`src/rtl/flag_save_stack.sv`:
```
// flag_save_stack: LIFO of status flags, pushed on interrupt/CALL entry and
// popped on RTI/RET. saved_status feeds the status register restore path and
// restore_valid tells the control unit to issue the restore op that cycle.
// Optional build macro: FLAG_STACK_PARITY_EN adds a per-entry even-parity bit
// and drives parity_err alongside restore_valid.
module flag_save_stack #(
  parameter int unsigned DEPTH  = 4,
  parameter int unsigned FLAG_W = 4,
  parameter int unsigned CNT_W  = $clog2(DEPTH + 1)
) (
  input  logic              clk,
  input  logic              reset,
  input  logic              push,
  input  logic              pop,
  input  logic              stall,
  input  logic [FLAG_W-1:0] flags_in,
  output logic [FLAG_W-1:0] saved_status,
  output logic              restore_valid,
  output logic              full,
  output logic              empty,
  output logic [CNT_W-1:0]  count,
  output logic              overflow_err,
  output logic              underflow_err,
  output logic              parity_err
);

  localparam int unsigned IdxW = $clog2(DEPTH);
`ifdef FLAG_STACK_PARITY_EN
  localparam int unsigned EntryW = FLAG_W + 1;
`else
  localparam int unsigned EntryW = FLAG_W;
`endif

  typedef enum logic [0:0] {StIdle, StRestore} state_e;

  state_e              state_q, state_d;
  logic [EntryW-1:0]   mem_q [DEPTH];
  logic [CNT_W-1:0]    sp_q, sp_d;
  logic [FLAG_W-1:0]   saved_status_q, saved_status_d;
  logic                overflow_q, overflow_d;
  logic                underflow_q, underflow_d;
  logic                parity_q, parity_d;

  logic                do_push, do_pop, do_swap, pop_ok;
  logic                wr_en;
  logic [IdxW-1:0]     wr_idx, rd_idx;
  logic [EntryW-1:0]   wr_data, rd_data;

  assign count = sp_q;
  assign full  = (sp_q == CNT_W'(DEPTH));
  assign empty = (sp_q == '0);

  // Swap takes priority when both push and pop arrive on a non-empty stack;
  // push+pop on an empty stack degenerates to a plain push.
  assign do_swap = ~stall & push & pop & ~empty;
  assign do_pop  = ~stall & pop & ~push & ~empty;
  assign do_push = ~stall & push & ~do_swap & ~full;
  assign pop_ok  = do_pop | do_swap;

  assign rd_idx  = IdxW'(sp_q - CNT_W'(1));
  assign wr_idx  = do_swap ? rd_idx : IdxW'(sp_q);
  assign wr_en   = do_push | do_swap;
  assign rd_data = mem_q[rd_idx];
`ifdef FLAG_STACK_PARITY_EN
  assign wr_data = {^flags_in, flags_in};
`else
  assign wr_data = flags_in;
`endif

  // Next-state for pointer, restored flags, sticky errors and the FSM.
  always_comb begin
    sp_d           = sp_q;
    saved_status_d = saved_status_q;
    overflow_d     = overflow_q;
    underflow_d    = underflow_q;
    parity_d       = parity_q;
    state_d        = state_q;

    if (do_push) sp_d = sp_q + CNT_W'(1);
    if (do_pop)  sp_d = sp_q - CNT_W'(1);

    // Read-before-write: a swap returns the old top entry.
    if (pop_ok) begin
      saved_status_d = rd_data[FLAG_W-1:0];
`ifdef FLAG_STACK_PARITY_EN
      parity_d = (^rd_data[FLAG_W-1:0]) != rd_data[FLAG_W];
`else
      parity_d = 1'b0;
`endif
    end

    if (~stall & push & ~pop & full) overflow_d = 1'b1;
    if (~stall & pop & empty)        underflow_d = 1'b1;

    // Stall holds RESTORE so the status register sees it once unstalled.
    if (!stall) state_d = pop_ok ? StRestore : StIdle;
  end

  assign restore_valid = (state_q == StRestore);
  assign saved_status  = saved_status_q;
  assign overflow_err  = overflow_q;
  assign underflow_err = underflow_q;
  assign parity_err    = parity_q & restore_valid;

  // Control and status registers, cleared by asynchronous reset.
  always_ff @(posedge clk or posedge reset) begin
    if (reset) begin
      state_q        <= StIdle;
      sp_q           <= '0;
      saved_status_q <= '0;
      overflow_q     <= 1'b0;
      underflow_q    <= 1'b0;
      parity_q       <= 1'b0;
    end else begin
      state_q        <= state_d;
      sp_q           <= sp_d;
      saved_status_q <= saved_status_d;
      overflow_q     <= overflow_d;
      underflow_q    <= underflow_d;
      parity_q       <= parity_d;
    end
  end

  // Storage array; contents are don't-care until written, so no reset.
  always_ff @(posedge clk) begin
    if (wr_en) mem_q[wr_idx] <= wr_data;
  end

endmodule

```
`config.mk`:
```
export PLATFORM = sky130hd
export DESIGN_NAME = flag_save_stack
export DESIGN_NICKNAME = d
export VERILOG_FILES = /design/src/rtl/flag_save_stack.sv
export SDC_FILE = /design/constraint.sdc
export NUM_CORES = 1
export LEC_CHECK = 0
export ABC_AREA = 1
export BUFFER_PORTS_ARGS = -buffer_cell sky130_fd_sc_hd__buf_2
export CAP_MARGIN = 20
export CORE_MARGIN = 2
export CORE_UTILIZATION = 49
export DETAILED_ROUTE_END_ITERATION = 10
export PLACE_DENSITY = 0.75
export SYNTH_ARGS = -nofsm -noshare
export SYNTH_HDL_FRONTEND = slang
export SYNTH_SLANG_ARGS = --single-unit
export TNS_END_PERCENT = 5
```
`constraint.sdc`:
```
create_clock -name clk -period 1.85 [get_ports clk]
set_input_delay 0.2775 -clock clk [delete_from_list [all_inputs] [get_ports clk]]
set_output_delay 0.2775 -clock clk [all_outputs]
set_load 0.005 [all_outputs]
```
==> run summary, run 1 <==
Status = completed
Drt drc = 0
Req. time, crit path = 1850 ps
Total CTS buffers = 3
GRT overflow = 0
CTS tree = done
Hold Crit Class = input port to flip-flop
Vias/cell = 4.98
Post-DP Area = 1420 µm²
Max_cap viols = 0
Routed length per instance = 12.7 µm
DIE AREA = 3010 µm²
Mapped Area = 1270 µm²
Crit path capture type = flip-flop
Chip Height = 54.9 µm
Inserted Diodes = 0
Post-route ant nets = 0
Pin count of the biggest net entering global routing = 16
Crit path kind = flip-flop to flip-flop
Post-synth cell types = 24
Final Max Slew Viols = 0
Final hold vios = 0
Final setup viols = 0
Post-Syn Instances = 134
Die width = 54.9 µm
Fin crit period = 1700 ps
Starting Density = 51.6%
H-tree depth = 1
Number of global-route vias before repair = 942
Design area = 1490 µm²
P_leak = 0.723 nW
Final worst-path cycle share = 91.8%
Row count = 18
Routability-driven placement congestion ratio = 0.788
Synth warn = 0
Filler Cells Inserted = 211
Routed WL = 2.41 mm
Nets = 173
Sequential cell area fraction in the yosys report = 57.7%
Clock Root Buffer = clkbuf_4
FMAX = 589 MHz
Max IR drop VDD = 0.932 mV
Post-CTS setup buffers = 0
First-pass GRT wire length = 3.88 mm
Clock Pin Slew Worst Setup and Hold Paths = 140 ps
Core area = 2450 µm²
DR pass1 iterations = 5
Critical Path Start Type = flip-flop
Commonest non-fill, non-tap cells in the layout = nand2_1, nor2_1, buf_2
Hpwl dp = 1.86 mm
Most common cell after layout, fill and taps aside = nand2_1
Layout cells sized above 1 = 25.0%
Final Power = 2.22 mW
DR vias = 946
Clock Latency Late Sink = 310 ps
Mapped Avg Cell Area = 9.46 µm²
Clock Sinks = 26
Port buffer count = 20
Worst Path Arrival = 1700 ps
Clock Path Buffers = 2
Total GRT Usage = 18.8%
RSZ-0062 raised after global routing = no
PwrDens = 1490 nW/µm²
Syn-to-layout area delta = 17.5%
Net Count, Synth = 146
Initial antenna violation count = 0
Fin Setup TNS = 0 ps
Num ports = 22
CP max FO = 4
Flops & latches, synth = 26
Setup Skew = 1.94 ps
Starting DRT DRC Count = 18
-- worst max-delay path, stage by stage, from the launching register on --
cell and delay [ps]:
dfrtp_1 370, inv_1 80, ha_2 220, a31oi_1 270
nand3_1 150, nor2_1 300
-- layout make-up --
cell class,count,area (µm²),area share [%]
multi-input cells,91,475,31.9
flip-flops and latches,26,731,49.1
well taps,30,37.5,2.52
repair buffers,25,140,9.41
clock inverters,1,30.0,2.02
inverters,14,52.6,3.53
clock buffers,3,22.5,1.51
-- cell families after synthesis --
family / after synthesis / synth area share (%)
other cells: 1 / 0.296
buf+inv: 17 / 5.43
compound gates: 13 / 5.63
flops: 26 / 57.7
xor+xnor: 1 / 0.691
fa+ha+maj: 3 / 2.96
simple gates: 73 / 27.3
-- synthesized netlist by cell type, drive strengths merged --
cell	number	share of area, %
nand2	41	15
o31ai	1	0.59
ha	3	3.0
dfrtp	10	20
conb	1	0.30
a31oi	1	0.49
nand3	8	4.1
nor2	23	8.1
nand4	1	0.49
edfxtp	16	38
inv	14	4.1
o21ai	10	3.9
clkbuf	1	0.30
buf	2	0.99
xor2	1	0.69
o21bai	1	0.59
-- per-stage QoR --
stage | instances | worst slack (ps) | utilization, % | hold WS [ps]
2_1_floorplan | 134 | 77.5 | - | 118
3_3_place_gp | 185 | 151 | 57.9 | 271
3_5_place_dp | 185 | 88.4 | 57.9 | 286
4_1_cts | 190 | 63.9 | 60.4 | 145
5_1_grt | 190 | 6.71 | 60.7 | 151
6_report | 190 | 152 | 60.7 | 159
-- final timing paths --
check | depth (start not counted) | endpoint | startpoint | slack (ps)
worst min-delay path | 2 | overflow_err | pop | 160
max in group asynchronous | 3 | count[1] | reset | 1100
min in group asynchronous | 3 | saved_status[0] | reset | 470
worst max register to register | 5 | mem_q[2][3] | count[1] | 150
worst min register to register | 2 | overflow_err | overflow_err | 480
worst max-delay path | 5 | mem_q[2][3] | count[1] | 150
-- timing repair --
item                                   in CTS  in global routing
endpoints found under the hold margin      10                  0
resized for setup                           0                  2
setup endpoints to repair                   0                  8
hold buffers                                1                  0
-- sequential cells by signal (all words and copies together) (netlist names) --
signal	cells
mem_q	16
saved_status	4
count	3
overflow_err	1
restore_valid	1
underflow_err	1
-- routing by layer --
metal / GRT usage, % / wire (µm)
met3: 3.55 / 88
met2: 33.3 / 1210
met1: 21.8 / 1070
met4: 8.33 / 44
met5: 0 / 0
-- power by group --
| part | leakage [nW] | internal, mW | switching (mW) | total [mW] |
|---|---|---|---|---|
| Combinational | 0.431 | 0.416 | 0.619 | 1.03 |
| Sequential | 0.264 | 0.741 | 0.0627 | 0.804 |
| Clock | 0.0279 | 0.219 | 0.165 | 0.383 |
(Power assumes the default switching activity.)
==> run 2, diff against run 1 <==
--- a/config.mk
+++ b/config.mk
@@ -5,13 +5,12 @@
 export SDC_FILE = /design/constraint.sdc
 export NUM_CORES = 1
 export LEC_CHECK = 0
-export ABC_AREA = 1
 export BUFFER_PORTS_ARGS = -buffer_cell sky130_fd_sc_hd__buf_2
 export CAP_MARGIN = 20
 export CORE_MARGIN = 2
-export CORE_UTILIZATION = 49
+export CORE_UTILIZATION = 48
 export DETAILED_ROUTE_END_ITERATION = 10
-export PLACE_DENSITY = 0.75
+export PLACE_DENSITY = 0.74
 export SYNTH_ARGS = -nofsm -noshare
 export SYNTH_HDL_FRONTEND = slang
 export SYNTH_SLANG_ARGS = --single-unit
==> run 2 against run 1 <==
- clock power shrank 1%
- sequential cell count is the same
- wire length shrank 18%
- clock skew grew 1.2 ps
- fmax shrank 2.2%
- sequential power grew 6.6%
- synthesized cell count shrank 43%
- count of clock-buffer cells in the layout is the same
- utilization grew 0.095 points
- critical path depth is the same
- highest routed layer is now met3
==> run summary, run 2 <==
Hold Crit Class = input port to flip-flop
First-pass GRT wire length = 3.35 mm (-14%)
Net Count, Synth = 89 (-39%)
Post-route ant nets = 0 (unchanged)
Post-synth top cells = edfxtp_1, dfrtp_1, nand3_1
Clock Sinks = 26 (unchanged)
Layout cells sized above 1 = 46.2% (+21 points)
Crit path capture type = output port
Synth area leaders = edfxtp_1, dfrtp_1, mux4_2
Max IR drop VDD = 1.01 mV (+8.7%)
Hold depth = 1 (-1)
Syn-to-layout area delta = 23.2%
Critical Path Start Type = flip-flop
Inserted Diodes = 0 (unchanged)
Nets = 117 (-32%)
Net switching power = 0.701 mW (-17%)
Internal Pwr Total = 1.54 mW (+12%)
Final setup viols = 0 (unchanged)
Clk pwr share = 16.9% (-0.4 points)
P_leak = 0.597 nW (-17%)
Largest delay contributor family on the critical path = flip-flops
Max_cap viols = 0 (unchanged)
Comb power frac = 44.8% (-1.8 points)
DR pass1 iterations = 4 (-1)
Clock Pin Slew Worst Setup and Hold Paths = 130 ps (about the same)
DR vias = 691 (-27%)
Req. time, crit path = 1570 ps (-280 ps)
Number of global-route vias before repair = 707 (-25%)
PwrDens = 1530 nW/µm² (+2.5%)
Routed length per instance = 14.7 µm (+16%)
Crit-path cells = inv_1, ha_4, nor2b_4, buf_4, buf_2
Core area = 2410 µm² (-1.8%)
GRT overflow = 0 (unchanged)
Row count = 18 (unchanged)
Post-synth top area share = 40.4% (+2.5 points)
Most common cell after layout, fill and taps aside = buf_2
DIE AREA = 2890 µm² (-4.0%)
R2R Setup Slk = 190 ps (+40 ps)
Largest area contributor in the netlist = edfxtp_1
Ys async rst share = 38.5% (unchanged)
Final worst-path cycle share = 93.9% (+2.0 points)
Post-Syn Instances = 77 (-43%)
Main synth FF type = edfxtp_1
Worst Path Arrival = 1460 ps (-240 ps)
Fin Setup TNS = 0 ps (unchanged)
Chip Height = 53.8 µm (-2.0%)
Starting Density = 49.3% (-2.3 points)
Hold slack = 171 ps (+11.9 ps)
Pin count of the biggest net entering global routing = 16 (unchanged)
Mapped Area = 1190 µm² (-6.2%)
Post-CTS setup buffers = 0 (unchanged)
Initial antenna violation count = 0 (unchanged)
Setup Skew = 3.10 ps (+1.16 ps)
Filler Cells Inserted = 188 (-11%)
Num ports = 22 (unchanged)
Post-synth cell types = 29 (+21%)
Sequential cell area fraction in the yosys report = 61.5% (+3.8 points)
Mapped Avg Cell Area = 15.4 µm² (+63%)
FMAX = 576 MHz (-2.2%)
Sw Share = 31.3% (-6.8 points)
Synth warn = 0 (unchanged)
Area of the multi-input gates = 473 µm² (-0.53%)
Routed WL = 1.98 mm (-18%)
Worst r2r path cells = 6 (+1)
Flops & latches, synth = 26 (unchanged)
H-tree depth = 1 (unchanged)
Hpwl dp = 1.56 mm (-16%)
Hold EP = mem_q[1][2]
Worst Path Buf+Inv = 3 (+2)
Slowest cell on crit path = dfrtp_1
R2r startpoint = count[0]
Most frequent cell after synthesis = edfxtp_1
Reg-to-Reg End = mem_q[2][3]
Port buffer count = 20 (unchanged)
Starting DRT DRC Count = 9 (-9)
Sequential Power Share = 38.3% (+2.1 points)
Total GRT Usage = 16.7% (-2.2 points)
CP max stage delay = 400 ps (+30 ps)
CTS tree = done
Number of flops mapped to enable cells by yosys = 16 (unchanged)
Status = completed
Final Max Slew Viols = 0 (unchanged)
Routability-driven placement congestion ratio = 0.738 (-6.3%)
Clock Path Buffers = 2 (unchanged)
Most flops, register = mem_q
Final hold vios = 0 (unchanged)
Total CTS buffers = 3 (unchanged)
Die width = 53.8 µm (-2.0%)
Clock Latency Late Sink = 310 ps (about the same)
Hold_sp = flags_in[2]
Clock Root Buffer = clkbuf_4
CP max FO = 4 (unchanged)
Crit path kind = flip-flop to output port
Seq. cell area = 731 µm² (unchanged)
RSZ-0062 raised after global routing = no
Max reg flops = 16 (unchanged)
Vias/cell = 5.16 (+3.6%)
Fin crit period = 1740 ps (+37.9 ps)
Commonest non-fill, non-tap cells in the layout = buf_2, edfxtp_1, dfrtp_1
Drt drc = 0 (unchanged)
run 2: cell types whose count changed after synthesis, moves of 4 or more:
cell,before,now
inv_1,12,4
o21ai_0,8,2
mux2_4,0,4
nand2_1,36,1
mux4_2,0,4
nor2_1,22,2
run 2: cell type report:
class / count / share of cell area, %
inverters: 4 / 1.03
well taps: 30 / 2.56
flip-flops and latches: 26 / 49.9
clock inverters: 1 / 2.05
clock buffers: 3 / 1.54
multi-input cells: 43 / 32.3
repair buffers: 27 / 10.6
run 2: kinds of logic (layout without fill, tap and decap cells):
logic type,Yosys count,count (layout),synth area share [%]
AO/OA/AOI/OAI,8,8,4.84
XOR/XNOR,2,2,1.47
adder cells (fa/ha/maj),3,3,3.16
buffers and inverters,8,35,3.58
flip-flops,26,26,61.5
multiplexers,10,10,14.3
other,1,1,0.315
AND/OR/NAND/NOR,19,19,10.8
run 2: timing repair:
action                                  in CTS  in global routing
resized for setup                            2                  2
endpoints found under the setup margin       1                 17
endpoints found under the hold margin       10                  0
hold buffers                                 1                  0
pin swaps                                    0                  1
run 2: how the worst max path moves through the flow:
| stage | startpoint | endpoint | slack (ps) | depth (start not counted) |
|---|---|---|---|---|
| floorplan | count[0] | mem_q[2][0] | -180 | 8 |
| global placement | count[1] | mem_q[0][2] | 40 | 4 |
| detailed placement | count[0] | mem_q[0][2] | 20 | 4 |
| CTS | count[0] | mem_q[0][0] | 9 | 4 |
| global route | count[0] | empty | 10 | 5 |
| finish | count[0] | empty | 110 | 5 |
run 2: metrics by stage:
stage	std cells	power (mW)	cell area [µm²]	worst slack, ps	utilization, %
6_report	134	2.24	1460	114	60.7
5_1_grt	134	2.40	1460	12.8	60.7
3_5_place_dp	129	1.82	1380	24.2	57.3
2_1_floorplan	77	1.52	1230	-177	-
4_1_cts	134	2.21	1450	8.71	60.2
3_3_place_gp	129	1.80	1380	37.8	57.3
run 2: layer usage:
metal  up-vias  GRT usage (%)  wire length [µm]
li1        337              -                 -
met1       335           21.9               949
met2        19           25.8               928
met3         0           6.39                97
met4         0           4.27                 0
met5         -              0                 0
run 2: power groups by stage:
stage | clock network [mW] | registers, mW | logic [mW]
floorplan | 0 | 0.878 | 0.643
global placement | 0 | 0.863 | 0.940
detailed placement | 0 | 0.864 | 0.957
CTS | 0.390 | 0.858 | 0.967
global route | 0.420 | 0.876 | 1.11
finish | 0.379 | 0.857 | 1.00
==> run 3, diff against run 2 <==
--- a/config.mk
+++ b/config.mk
@@ -5,12 +5,14 @@
 export SDC_FILE = /design/constraint.sdc
 export NUM_CORES = 1
 export LEC_CHECK = 0
+export ABC_AREA = 1
 export BUFFER_PORTS_ARGS = -buffer_cell sky130_fd_sc_hd__buf_2
 export CAP_MARGIN = 20
 export CORE_MARGIN = 2
-export CORE_UTILIZATION = 48
+export CORE_UTILIZATION = 49
 export DETAILED_ROUTE_END_ITERATION = 10
-export PLACE_DENSITY = 0.74
+export PLACE_DENSITY = 0.75
+export SETUP_SLACK_MARGIN = 0.05
 export SYNTH_ARGS = -nofsm -noshare
 export SYNTH_HDL_FRONTEND = slang
 export SYNTH_SLANG_ARGS = --single-unit
==> run 3 against run 2 <==
- clock skew up 2.8 ps
- utilization up 0.11 points
- sequential power down 6.1%
- global-route usage up 2.2 points
- sequential cell count unchanged
- combinational power up 4%
- non-clock buffer count down 2
- clock power up 2%
- critical path type is now flip-flop to flip-flop
- largest power group unchanged
==> run summary, run 3 (synthesized netlist as in run 1, its figures left out) <==
Hold depth = 2 (+1)
Routability-driven placement congestion ratio = 0.788 (+6.7%)
Most flops, register = mem_q
Pin count of the biggest net entering global routing = 16 (unchanged)
Slowest cell on crit path = dfrtp_1
Final Max Slew Viols = 0 (unchanged)
Hold EP = overflow_err
PwrDens = 1500 nW/µm² (-2.2%)
Starting Density = 51.6% (+2.3 points)
Hold_sp = pop
Commonest non-fill, non-tap cells in the layout = nand2_1, buf_2, nor2_1
RSZ-0062 raised after global routing = yes
Worst Path Arrival = 1720 ps (+260 ps)
R2R Setup Slk = 150 ps (-40 ps)
R2r startpoint = count[1]
Clock Path Buffers = 2 (unchanged)
Clock Root Buffer = clkbuf_4
Routed length per instance = 12.7 µm (-14%)
Post-route ant nets = 0 (unchanged)
Most common cell after layout, fill and taps aside = nand2_1
First-pass GRT wire length = 3.88 mm (+16%)
Layout cells sized above 1 = 26.3% (-20 points)
Crit-path cells = inv_1, ha_2, nand2_8, nand3_4, nand2_2, nand2_1, nand2_1, nor2_2
Drt drc = 0 (unchanged)
Final worst-path cycle share = 91.7% (-2.2 points)
Worst Path Buf+Inv = 1 (-2)
Largest delay contributor family on the critical path = simple AND/OR/NAND/NOR gates
Max IR drop VDD = 0.957 mV (-5.4%)
Clock Sinks = 26 (unchanged)
Routed WL = 2.42 mm (+23%)
Inserted Diodes = 0 (unchanged)
Num ports = 22 (unchanged)
Initial antenna violation count = 0 (unchanged)
Setup Skew = 5.93 ps (+2.83 ps)
Clock Pin Slew Worst Setup and Hold Paths = 140 ps (about the same)
Post-CTS setup buffers = 0 (unchanged)
Most used cell, CP = nand2_1
Number of global-route vias before repair = 942 (+33%)
CP max FO = 8 (+4)
Max reg flops = 16 (unchanged)
Critical Path Start Type = flip-flop
Die width = 54.9 µm (+2.0%)
DR pass1 iterations = 4 (unchanged)
Max_cap viols = 0 (unchanged)
Hold Crit Class = input port to flip-flop
Worst r2r path cells = 8 (+2)
Vias/cell = 4.96 (-3.9%)
Chip Height = 54.9 µm (+2.0%)
Hpwl dp = 1.86 mm (+19%)
Final setup viols = 0 (unchanged)
Total GRT Usage = 18.8% (+2.2 points)
Filler Cells Inserted = 212 (+13%)
DIE AREA = 3010 µm² (+4.1%)
Row count = 18 (unchanged)
Port buffer count = 20 (unchanged)
Syn-to-layout area delta = 17.9%
Fin crit period = 1700 ps (-40.3 ps)
Crit path capture type = flip-flop
DR vias = 942 (+36%)
Core area = 2450 µm² (+1.9%)
H-tree depth = 1 (unchanged)
Req. time, crit path = 1870 ps (+300 ps)
P_leak = 0.722 nW (+21%)
CTS tree = done
Design area = 1490 µm² (+2.1%)
FMAX = 590 MHz (+2.4%)
Fin Setup TNS = 0 ps (unchanged)
Starting DRT DRC Count = 24 (+15)
Clock Latency Late Sink = 320 ps (about the same)
Status = completed
Crit path kind = flip-flop to flip-flop
CP max stage delay = 410 ps (about the same)
Nets = 173 (+48%)
GRT overflow = 0 (unchanged)
Post-DP Area = 1420 µm² (+2.9%)
Reg-to-Reg End = mem_q[3][3]
Final hold vios = 0 (unchanged)
Total CTS buffers = 3 (unchanged)
run 3: how the worst max path moves through the flow:
| stage | from | end | slack (ps) | depth (start not counted) |
|---|---|---|---|---|
| final | count[1] | mem_q[3][3] | 150 | 8 |
| after global routing | count[1] | mem_q[3][0] | 40 | 8 |
| after CTS | count[1] | mem_q[3][2] | 60 | 8 |
| after detailed placement | count[1] | mem_q[3][2] | 90 | 8 |
| after global placement | count[1] | mem_q[3][2] | 150 | 8 |
| after floorplan | count[0] | mem_q[1][0] | 80 | 9 |
run 3: area by class of cell:
type	count	area [µm²]	share of cell area, %
clock inverter	1	30.0	2.01
inverter	14	52.6	3.52
multi-input combinational	91	480	32.2
clock buffer	3	22.5	1.51
timing repair buffer	25	140	9.38
tap	30	37.5	2.51
sequential	26	731	48.9
run 3: repair_timing:
action,4_1_cts,5_1_grt
endpoints found under the hold margin,10,0
resized for setup,0,4
hold buffers,1,0
setup endpoints to repair,0,16
run 3: through the flow:
| stage | util (%) | setup slack (ps) | power (mW) | hold WS, ps | instances |
|---|---|---|---|---|---|
| global placement | 57.9 | 151 | 1.82 | 271 | 185 |
| floorplan | - | 77.5 | 1.51 | 118 | 134 |
| CTS | 60.4 | 63.9 | 2.23 | 145 | 190 |
| global route | 60.9 | 44.5 | 2.42 | 151 | 190 |
| detailed placement | 57.9 | 88.4 | 1.84 | 286 | 185 |
| finish | 60.9 | 154 | 2.23 | 151 | 190 |
run 3: where the power goes:
part           internal (mW)  switching, mW
Combinational          0.417          0.625
Clock                  0.219          0.168
Sequential             0.741         0.0635
run 3: layer usage:
layer	global-route usage, %	vias to the layer above	wire length (µm)
li1	-	482	-
met1	21.8	428	1070
met2	33.3	28	1210
met3	3.55	4	106
met4	8.33	0	44
met5	0	-	0
